==> src/rtl/tlb_maint_seq_pkg.sv <==
// Shared types and constants for the TLB maintenance sequencer.
package tlb_maint_seq_pkg;

    localparam int unsigned NUM_ENTRIES = 16;
    localparam int unsigned IDX_W       = 4;
    localparam int unsigned VPN2_W      = 19;
    localparam int unsigned VPN2_LO_W   = 16;  // VPN2 bits covered by PageMask
    localparam int unsigned ASID_W      = 8;
    localparam int unsigned MASK_W      = 16;
    localparam int unsigned PFN_W       = 20;
    localparam int unsigned CACHE_W     = 3;
    localparam int unsigned LO_W        = 26;

    // G sits in bit 0, so the stored (G-less) Lo field is simply Lo[LO_W-1:1].
    localparam int unsigned LO_G_BIT    = 0;

    localparam logic [IDX_W-1:0] LAST_IDX = IDX_W'(NUM_ENTRIES - 1);

    // EntryLo layout, MSB first: {PFN, C, D, V, G}
    typedef struct packed {
        logic [PFN_W-1:0]   pfn;
        logic [CACHE_W-1:0] c;
        logic               d;
        logic               v;
        logic               g;
    } lo_t;

    typedef enum logic [1:0] {
        OpTlbr  = 2'b00,
        OpTlbwi = 2'b01,
        OpTlbwr = 2'b10,
        OpTlbp  = 2'b11
    } cmd_op_e;

    typedef enum logic [2:0] {
        StIdle  = 3'd0,
        StRead  = 3'd1,
        StWrite = 3'd2,
        StProbe = 3'd3,
        StDone  = 3'd4
    } state_e;

    // One TLB entry; the global bit is kept once, not per page.
    typedef struct packed {
        logic [VPN2_W-1:0] vpn2;
        logic [ASID_W-1:0] asid;
        logic [MASK_W-1:0] mask;
        logic              g;
        logic [LO_W-2:0]   lo0;
        logic [LO_W-2:0]   lo1;
    } tlb_entry_t;

    // Build a stored entry from the write operands: global only if both pages say so.
    function automatic tlb_entry_t pack_entry(
        input logic [VPN2_W-1:0] vpn2,
        input logic [ASID_W-1:0] asid,
        input logic [MASK_W-1:0] mask,
        input logic [LO_W-1:0]   lo0,
        input logic [LO_W-1:0]   lo1
    );
        tlb_entry_t e;
        lo_t        l0;
        lo_t        l1;
        l0     = lo0;
        l1     = lo1;
        e.vpn2 = vpn2;
        e.asid = asid;
        e.mask = mask;
        e.g    = l0.g & l1.g;
        e.lo0  = lo0[LO_W-1:LO_G_BIT+1];
        e.lo1  = lo1[LO_W-1:LO_G_BIT+1];
        return e;
    endfunction

    // Rebuild an EntryLo value for read-back with the shared global bit.
    function automatic logic [LO_W-1:0] unpack_lo(
        input logic [LO_W-2:0] lo,
        input logic            g
    );
        return {lo, g};
    endfunction

endpackage

==> src/rtl/tlb_maint_seq_vpn_match.sv <==
// Combinational masked VPN2/ASID compare of one TLB entry against the probe key.
module tlb_vpn_match
    import tlb_maint_seq_pkg::*;
(
    input  logic [VPN2_W-1:0] i_e_vpn2,
    input  logic [ASID_W-1:0] i_e_asid,
    input  logic [MASK_W-1:0] i_e_mask,
    input  logic              i_e_g,
    input  logic [VPN2_W-1:0] i_hi_vpn2,
    input  logic [ASID_W-1:0] i_hi_asid,
    output logic              o_match
);

    logic w_lo_eq;
    logic w_hi_eq;
    logic w_asid_ok;

    // Masked low VPN2 bits, exact upper VPN2 bits, ASID unless global.
    always_comb begin
        w_lo_eq   = ((i_e_vpn2[VPN2_LO_W-1:0] & ~i_e_mask) ==
                     (i_hi_vpn2[VPN2_LO_W-1:0] & ~i_e_mask));
        w_hi_eq   = (i_e_vpn2[VPN2_W-1:VPN2_LO_W] == i_hi_vpn2[VPN2_W-1:VPN2_LO_W]);
        w_asid_ok = i_e_g | (i_e_asid == i_hi_asid);
        o_match   = w_lo_eq & w_hi_eq & w_asid_ok;
    end

endmodule

==> src/rtl/tlb_maint_seq.sv <==
// TLB maintenance sequencer: TLBR / TLBWI / TLBWR / TLBP over a 16-entry TLB,
// with a free-running Random replacement index bounded below by Wired.
module tlb_maint_seq
    import tlb_maint_seq_pkg::*;
(
    input  logic              clock,
    input  logic              reset,
    input  logic              Cmd_Valid,
    input  logic [1:0]        Cmd_Op,
    output logic              Cmd_Ready,
    input  logic [IDX_W-1:0]  Index_In,
    input  logic [IDX_W-1:0]  Wired,
    input  logic [VPN2_W-1:0] Hi_VPN2,
    input  logic [ASID_W-1:0] Hi_ASID,
    input  logic [MASK_W-1:0] Mask_In,
    input  logic [LO_W-1:0]   Lo0_In,
    input  logic [LO_W-1:0]   Lo1_In,
    output logic              Done,
    output logic [VPN2_W-1:0] Rd_VPN2,
    output logic [ASID_W-1:0] Rd_ASID,
    output logic [MASK_W-1:0] Rd_Mask,
    output logic [LO_W-1:0]   Rd_Lo0,
    output logic [LO_W-1:0]   Rd_Lo1,
    output logic [IDX_W-1:0]  Probe_Index,
    output logic              Probe_Miss,
    output logic [IDX_W-1:0]  Random
);

    state_e            r_state;
    state_e            w_state_nxt;
    logic              w_accept;
    logic              w_match;
    logic              w_scan_last;

    // Command operands captured on accept
    logic [IDX_W-1:0]  r_index;
    logic [VPN2_W-1:0] r_vpn2;
    logic [ASID_W-1:0] r_asid;
    logic [MASK_W-1:0] r_mask;
    logic [LO_W-1:0]   r_lo0;
    logic [LO_W-1:0]   r_lo1;

    logic [IDX_W-1:0]  r_scan;
    logic [IDX_W-1:0]  r_random;
    logic [IDX_W-1:0]  w_random_nxt;

    tlb_entry_t        r_entries [NUM_ENTRIES];

    logic [VPN2_W-1:0] r_rd_vpn2;
    logic [ASID_W-1:0] r_rd_asid;
    logic [MASK_W-1:0] r_rd_mask;
    logic [LO_W-1:0]   r_rd_lo0;
    logic [LO_W-1:0]   r_rd_lo1;
    logic [IDX_W-1:0]  r_probe_index;
    logic              r_probe_miss;

    assign Cmd_Ready   = (r_state == StIdle);
    assign Done        = (r_state == StDone);
    assign Random      = r_random;
    assign Rd_VPN2     = r_rd_vpn2;
    assign Rd_ASID     = r_rd_asid;
    assign Rd_Mask     = r_rd_mask;
    assign Rd_Lo0      = r_rd_lo0;
    assign Rd_Lo1      = r_rd_lo1;
    assign Probe_Index = r_probe_index;
    assign Probe_Miss  = r_probe_miss;
    assign w_scan_last = (r_scan == LAST_IDX);

    // Single comparator, walked across the entries by the scan counter.
    tlb_vpn_match u_vpn_match (
        .i_e_vpn2  (r_entries[r_scan].vpn2),
        .i_e_asid  (r_entries[r_scan].asid),
        .i_e_mask  (r_entries[r_scan].mask),
        .i_e_g     (r_entries[r_scan].g),
        .i_hi_vpn2 (r_vpn2),
        .i_hi_asid (r_asid),
        .o_match   (w_match)
    );

    // FSM state register
    always_ff @(posedge clock or posedge reset) begin
        if (reset) begin
            r_state <= StIdle;
        end else begin
            r_state <= w_state_nxt;
        end
    end

    // FSM next-state and accept decode
    always_comb begin
        w_state_nxt = r_state;
        w_accept    = 1'b0;
        unique case (r_state)
            StIdle: begin
                if (Cmd_Valid) begin
                    w_accept = 1'b1;
                    case (Cmd_Op)
                        OpTlbr:           w_state_nxt = StRead;
                        OpTlbwi, OpTlbwr: w_state_nxt = StWrite;
                        default:          w_state_nxt = StProbe;
                    endcase
                end
            end
            StRead, StWrite: w_state_nxt = StDone;
            StProbe: begin
                if (w_match || w_scan_last) begin
                    w_state_nxt = StDone;
                end
            end
            StDone:  w_state_nxt = StIdle;
            default: w_state_nxt = StIdle;
        endcase
    end

    // Capture command operands; TLBWR targets the Random value of the accept cycle.
    always_ff @(posedge clock or posedge reset) begin
        if (reset) begin
            r_index <= '0;
            r_vpn2  <= '0;
            r_asid  <= '0;
            r_mask  <= '0;
            r_lo0   <= '0;
            r_lo1   <= '0;
        end else if (w_accept) begin
            r_index <= (Cmd_Op == OpTlbwr) ? r_random : Index_In;
            r_vpn2  <= Hi_VPN2;
            r_asid  <= Hi_ASID;
            r_mask  <= Mask_In;
            r_lo0   <= Lo0_In;
            r_lo1   <= Lo1_In;
        end
    end

    // Probe scan counter: entry k is examined k cycles after entering PROBE.
    always_ff @(posedge clock or posedge reset) begin
        if (reset) begin
            r_scan <= '0;
        end else if (w_accept) begin
            r_scan <= '0;
        end else if (r_state == StProbe) begin
            r_scan <= r_scan + 1'b1;
        end
    end

    // Entry array; only the WRITE state modifies it, so a reset can never leave a partial write.
    always_ff @(posedge clock or posedge reset) begin
        if (reset) begin
            for (int i = 0; i < NUM_ENTRIES; i++) begin
                r_entries[i] <= '0;
            end
        end else if (r_state == StWrite) begin
            r_entries[r_index] <= pack_entry(r_vpn2, r_asid, r_mask, r_lo0, r_lo1);
        end
    end

    // TLBR result registers, loaded in READ and held until the next TLBR.
    always_ff @(posedge clock or posedge reset) begin
        if (reset) begin
            r_rd_vpn2 <= '0;
            r_rd_asid <= '0;
            r_rd_mask <= '0;
            r_rd_lo0  <= '0;
            r_rd_lo1  <= '0;
        end else if (r_state == StRead) begin
            r_rd_vpn2 <= r_entries[r_index].vpn2;
            r_rd_asid <= r_entries[r_index].asid;
            r_rd_mask <= r_entries[r_index].mask;
            r_rd_lo0  <= unpack_lo(r_entries[r_index].lo0, r_entries[r_index].g);
            r_rd_lo1  <= unpack_lo(r_entries[r_index].lo1, r_entries[r_index].g);
        end
    end

    // TLBP result registers, updated only when a scan finishes.
    always_ff @(posedge clock or posedge reset) begin
        if (reset) begin
            r_probe_index <= '0;
            r_probe_miss  <= 1'b0;
        end else if (r_state == StProbe) begin
            if (w_match) begin
                r_probe_index <= r_scan;
                r_probe_miss  <= 1'b0;
            end else if (w_scan_last) begin
                r_probe_index <= '0;
                r_probe_miss  <= 1'b1;
            end
        end
    end

    // Random decrements each cycle and wraps to the top once it reaches Wired.
    always_comb begin
        w_random_nxt = r_random - 1'b1;
        if (r_random <= Wired) begin
            w_random_nxt = LAST_IDX;
        end
    end

    // Random register, free-running in every state
    always_ff @(posedge clock or posedge reset) begin
        if (reset) begin
            r_random <= LAST_IDX;
        end else begin
            r_random <= w_random_nxt;
        end
    end

endmodule

==> config.mk <==
export PLATFORM = sky130hd
export DESIGN_NAME = tlb_maint_seq
export DESIGN_NICKNAME = d
export VERILOG_FILES = /design/src/rtl/tlb_maint_seq_pkg.sv /design/src/rtl/tlb_maint_seq_vpn_match.sv /design/src/rtl/tlb_maint_seq.sv
export SDC_FILE = /design/constraint.sdc
export NUM_CORES = 2
export LEC_CHECK = 0
export ABC_CLOCK_PERIOD_IN_PS = 55900
export BUFFER_PORTS_ARGS = -buffer_cell sky130_fd_sc_hd__buf_2
export CORE_MARGIN = 10
export CORE_UTILIZATION = 40
export DETAILED_ROUTE_END_ITERATION = 16
export PLACE_DENSITY = 0.52
export RECOVER_POWER = 100
export SLEW_MARGIN = 30
export SYNTH_ARGS = -nofsm -noshare
export SYNTH_HDL_FRONTEND = slang
export SYNTH_SLANG_ARGS = --single-unit
export TNS_END_PERCENT = 1
==> constraint.sdc <==
create_clock -name clock -period 55.9 [get_ports clock]
set_input_delay 2.795 -clock clock [delete_from_list [all_inputs] [get_ports clock]]
set_output_delay 2.795 -clock clock [all_outputs]
set_load 0.05 [all_outputs]
==> impl_metrics.yaml <==
status:
  status: "finished with violations"
  failed_checks: "max-capacitance violations, max-slew violations"
cts:
  cts_setup_buffers: 0
  cts_made_buffers: 191
  cts_tree: "done"
  cts-root-buf: "clkbuf_16"
  worstSkewPairLatency_ns: 0.84
  h-tree-depth: 4
  clock_path_buffers: 3
  clock_sinks: 1713
  cts_resized: 0
  postCtsHoldBufs: 0
  path_clk_slew_ns: 0.06
logic_synthesis:
  async_flop_share_pct: 100
  post-synth-top-area-cell: "dfrtp_1"
  dominantRegCellSynth: "dfrtp_1"
  syn_avg_cell_area_sq_um: 12.0
  synth_cells: 6819
  ys_warn_count: 0
  synth_top_area_share_pct: 52.4
  syn_nets: 6935
  netlist_area_sq_um: 81600
  yosys-top-cells-area: "dfrtp_1, mux4_2, nand2_1, mux2_2, clkbuf_1"
  yosysSeqAreaShare_pct: 52.6
  synth-edff-count: 0
  ys_seq_elements: 1713
  synthDistinctLibCells: 71
hold_path:
  min_to: "r_entries[498]"
  hp-class: "reg -> reg"
  min_from: "r_entries[498]"
  hold_depth: 2
die:
  die_w_microns: 472
  fp.coreArea_sq_um: 203000
  rows: 165
  start_util_pct: 40.3
  ioPinCount: 214
  dieHeight_microns: 472
  die-area_sq_um: 222000
timing:
  maxSlewViolCount: 4480
  rsz0062_at_grt: "false"
  slew_headroom_pct: -474
  setup_tns_ns: 0
  period_minus_slack_ns: 25.02
  finClkSkew_ns: 0.0346
  setup-violations-final: 0
  min_period_over_period_pct: 44.8
  fmax_mhz: 40.0
  worstMarginPinSlew_ns: 8.61
  hold_viol: 0
power_and_ir_drop:
  internal_power_mw: 3.29
  p_seq_share_pct: 41.8
  power.density_nw_per_um2: 56.4
  finalPower_mw: 5.12
  combPwrFrac_pct: 32.9
  swShare_pct: 35.7
  p_clk_share_pct: 25.3
  p_sw_mw: 1.83
  vdd_ir_drop_max_uv: 32.1
  cellLeakagePower_nw: 43.5
finish:
  instances_no_fill: 9615
  fill_cells: 18400
  drive_above_1_share_pct: 27.2
  layout_common_cells: "nand2_1, dfrtp_1, mux2_2"
  multiInputGateArea_sq_um: 36300
  fin_nets: 6898
  syn2layout_area_growth_pct: 11.2
  final_area_sq_um: 90700
  seq_area_sq_um: 42900
  layout_commonest_cell: "nand2_1"
detailed_routing:
  dr_total_vias: 54400
  ant_nets: 0
  drc: 0
  wl_microns: 263000
  drt_iter0_drc: 4913
  avgViaCountPerCell: 5.66
  first_pass_iters: 5
  wl_per_cell_microns: 27.4
place:
  place_hpwl_microns: 145000
  placed_area_sq_um: 85100
  place_congestion: 0.774
  io_buffers: 213
  dp_cells: 9256
critical_path:
  crit_buf_inv: 8
  endpoint_kind: "async pin"
  crit_path_cell_trace: "buf_2, clkinvlp_2, clkbuf_1, clkbuf_1, clkbuf_1, clkbuf_1, clkbuf_1, clkbuf_1"
  cp.arrival_ns: 24.97
  reg2reg_depth: 6
  worstPathRequired_ns: 55.85
  cpMaxStageDelayCell: "clkbuf_1"
  critical_path.max_stage_delay_ns: 4.45
  worstPathMaxFanout: 114
  startpoint: "reset"
  cp_top_family: "buffers and inverters"
  ff2ff_setup_slack_ns: 41.43
  rr_endpoint: "Rd_Mask[15]"
  critical_path_class: "in -> async"
  rr_startpoint: "r_index[0]"
  cpMostUsedCell: "clkbuf_1"
  critPathLaunchType: "input pin"
grt:
  grt_pass1_vias: 56100
  antenna_found_initial: 8
  grt_pass1_wl_microns: 391000
  track_usage_pct: 23.3
  grt_start_max_net_pins: 179
  grt_overflow: 0
job:
  max-cap-violations: 96
-- kinds of logic after synthesis --
kind of cell	count (synthesis)	synth area share [%]
mux	1490	28.9
simple gates	2727	13.0
fa+ha+maj	8	0.123
xor+xnor	51	0.548
flops	1713	52.6
compound gates	228	1.88
buf+inv	602	3.01
-- metal layers --
| layer | up-vias | routed length, microns | GRT usage (%) |
|---|---|---|---|
| met2 | 1606 | 127000 | 38.7 |
| met5 | - | 12 | 0 |
| li1 | 23500 | - | - |
| met1 | 28900 | 113000 | 31.5 |
| met3 | 403 | 15000 | 3.91 |
| met4 | 2 | 8120 | 6.73 |
-- how the worst max path moves through the flow --
stage	endpoint	slack [ns]	cells after the start
floorplan	Probe_Index[0]	4.76	1
global placement	Rd_Lo1[18]	47.86	7
detailed placement	r_entries[1144]	48.17	7
CTS	r_entries[1234]	49.08	7
global route	r_entries[1140]	26.43	8
finish	r_entries[576]	30.88	8
-- Yosys cell counts, types with 7 or more instances --
cell type  instances
nor4b_1            7
nor3b_1           14
buf_1             96
nor3_1            41
xnor2_1           31
mux4_2           591
dfrtp_1         1709
mux2_2           826
o21ai_0           94
buf_6             11
ha_1               8
o211ai_1           9
o2111ai_1          7
xor2_1            20
buf_2             23
a211oi_1           7
nand3_1           15
nor2b_1           18
a221oi_1          15
nor2_1            57
inv_1             31
nand2_1         2539
buf_4             16
clkbuf_1         420
mux4_1            15
a21oi_1           29
and2_1             7
mux2i_1           58
-- registers in the layout, summed over array words and instances (netlist names), 19 cells and up --
name       count
r_entries   1504
r_lo0         26
Rd_Lo0        26
Rd_Lo1        25
r_lo1         26
r_vpn2        19
Rd_VPN2       19
-- power groups by stage --
stage                     combinational [mW]  sequential, mW  clock, mW
after detailed placement                1.69            2.15          0
after floorplan                         1.32            1.97          0
after CTS                               1.70            2.13       1.32
final                                   1.68            2.14       1.29
after global placement                  1.66            2.13          0
after global routing                    1.82            2.21       1.37
-- final cells by class --
| class | count | area share [%] |
|---|---|---|
| flip-flops and latches | 1713 | 47.3 |
| multi-input cells | 4504 | 40.0 |
| clock buffers | 311 | 6.57 |
| well taps | 2672 | 3.69 |
| repair buffers | 338 | 1.73 |
| clock inverters | 42 | 0.578 |
| inverters | 34 | 0.142 |
| diodes | 1 | 0.00276 |
-- metrics by stage --
| stage | hold WS, ns | utilization (%) | worst slack, ns |
|---|---|---|---|
| after floorplan | 0.441 | - | 4.76 |
| after global placement | 0.453 | 41.9 | 47.86 |
| after detailed placement | 0.457 | 42.0 | 48.17 |
| after CTS | 0.472 | 45.2 | 49.08 |
| after global routing | 0.485 | 44.8 | 26.43 |
| final | 0.467 | 44.8 | 30.88 |
-- worst min-delay path, stage by stage (launching register included) --
cell	delay (ns)
dfrtp_1	0.33
nand2_1	0.05
nand2_1	0.05
No activity file was read; power rests on OpenSTA's default activity.
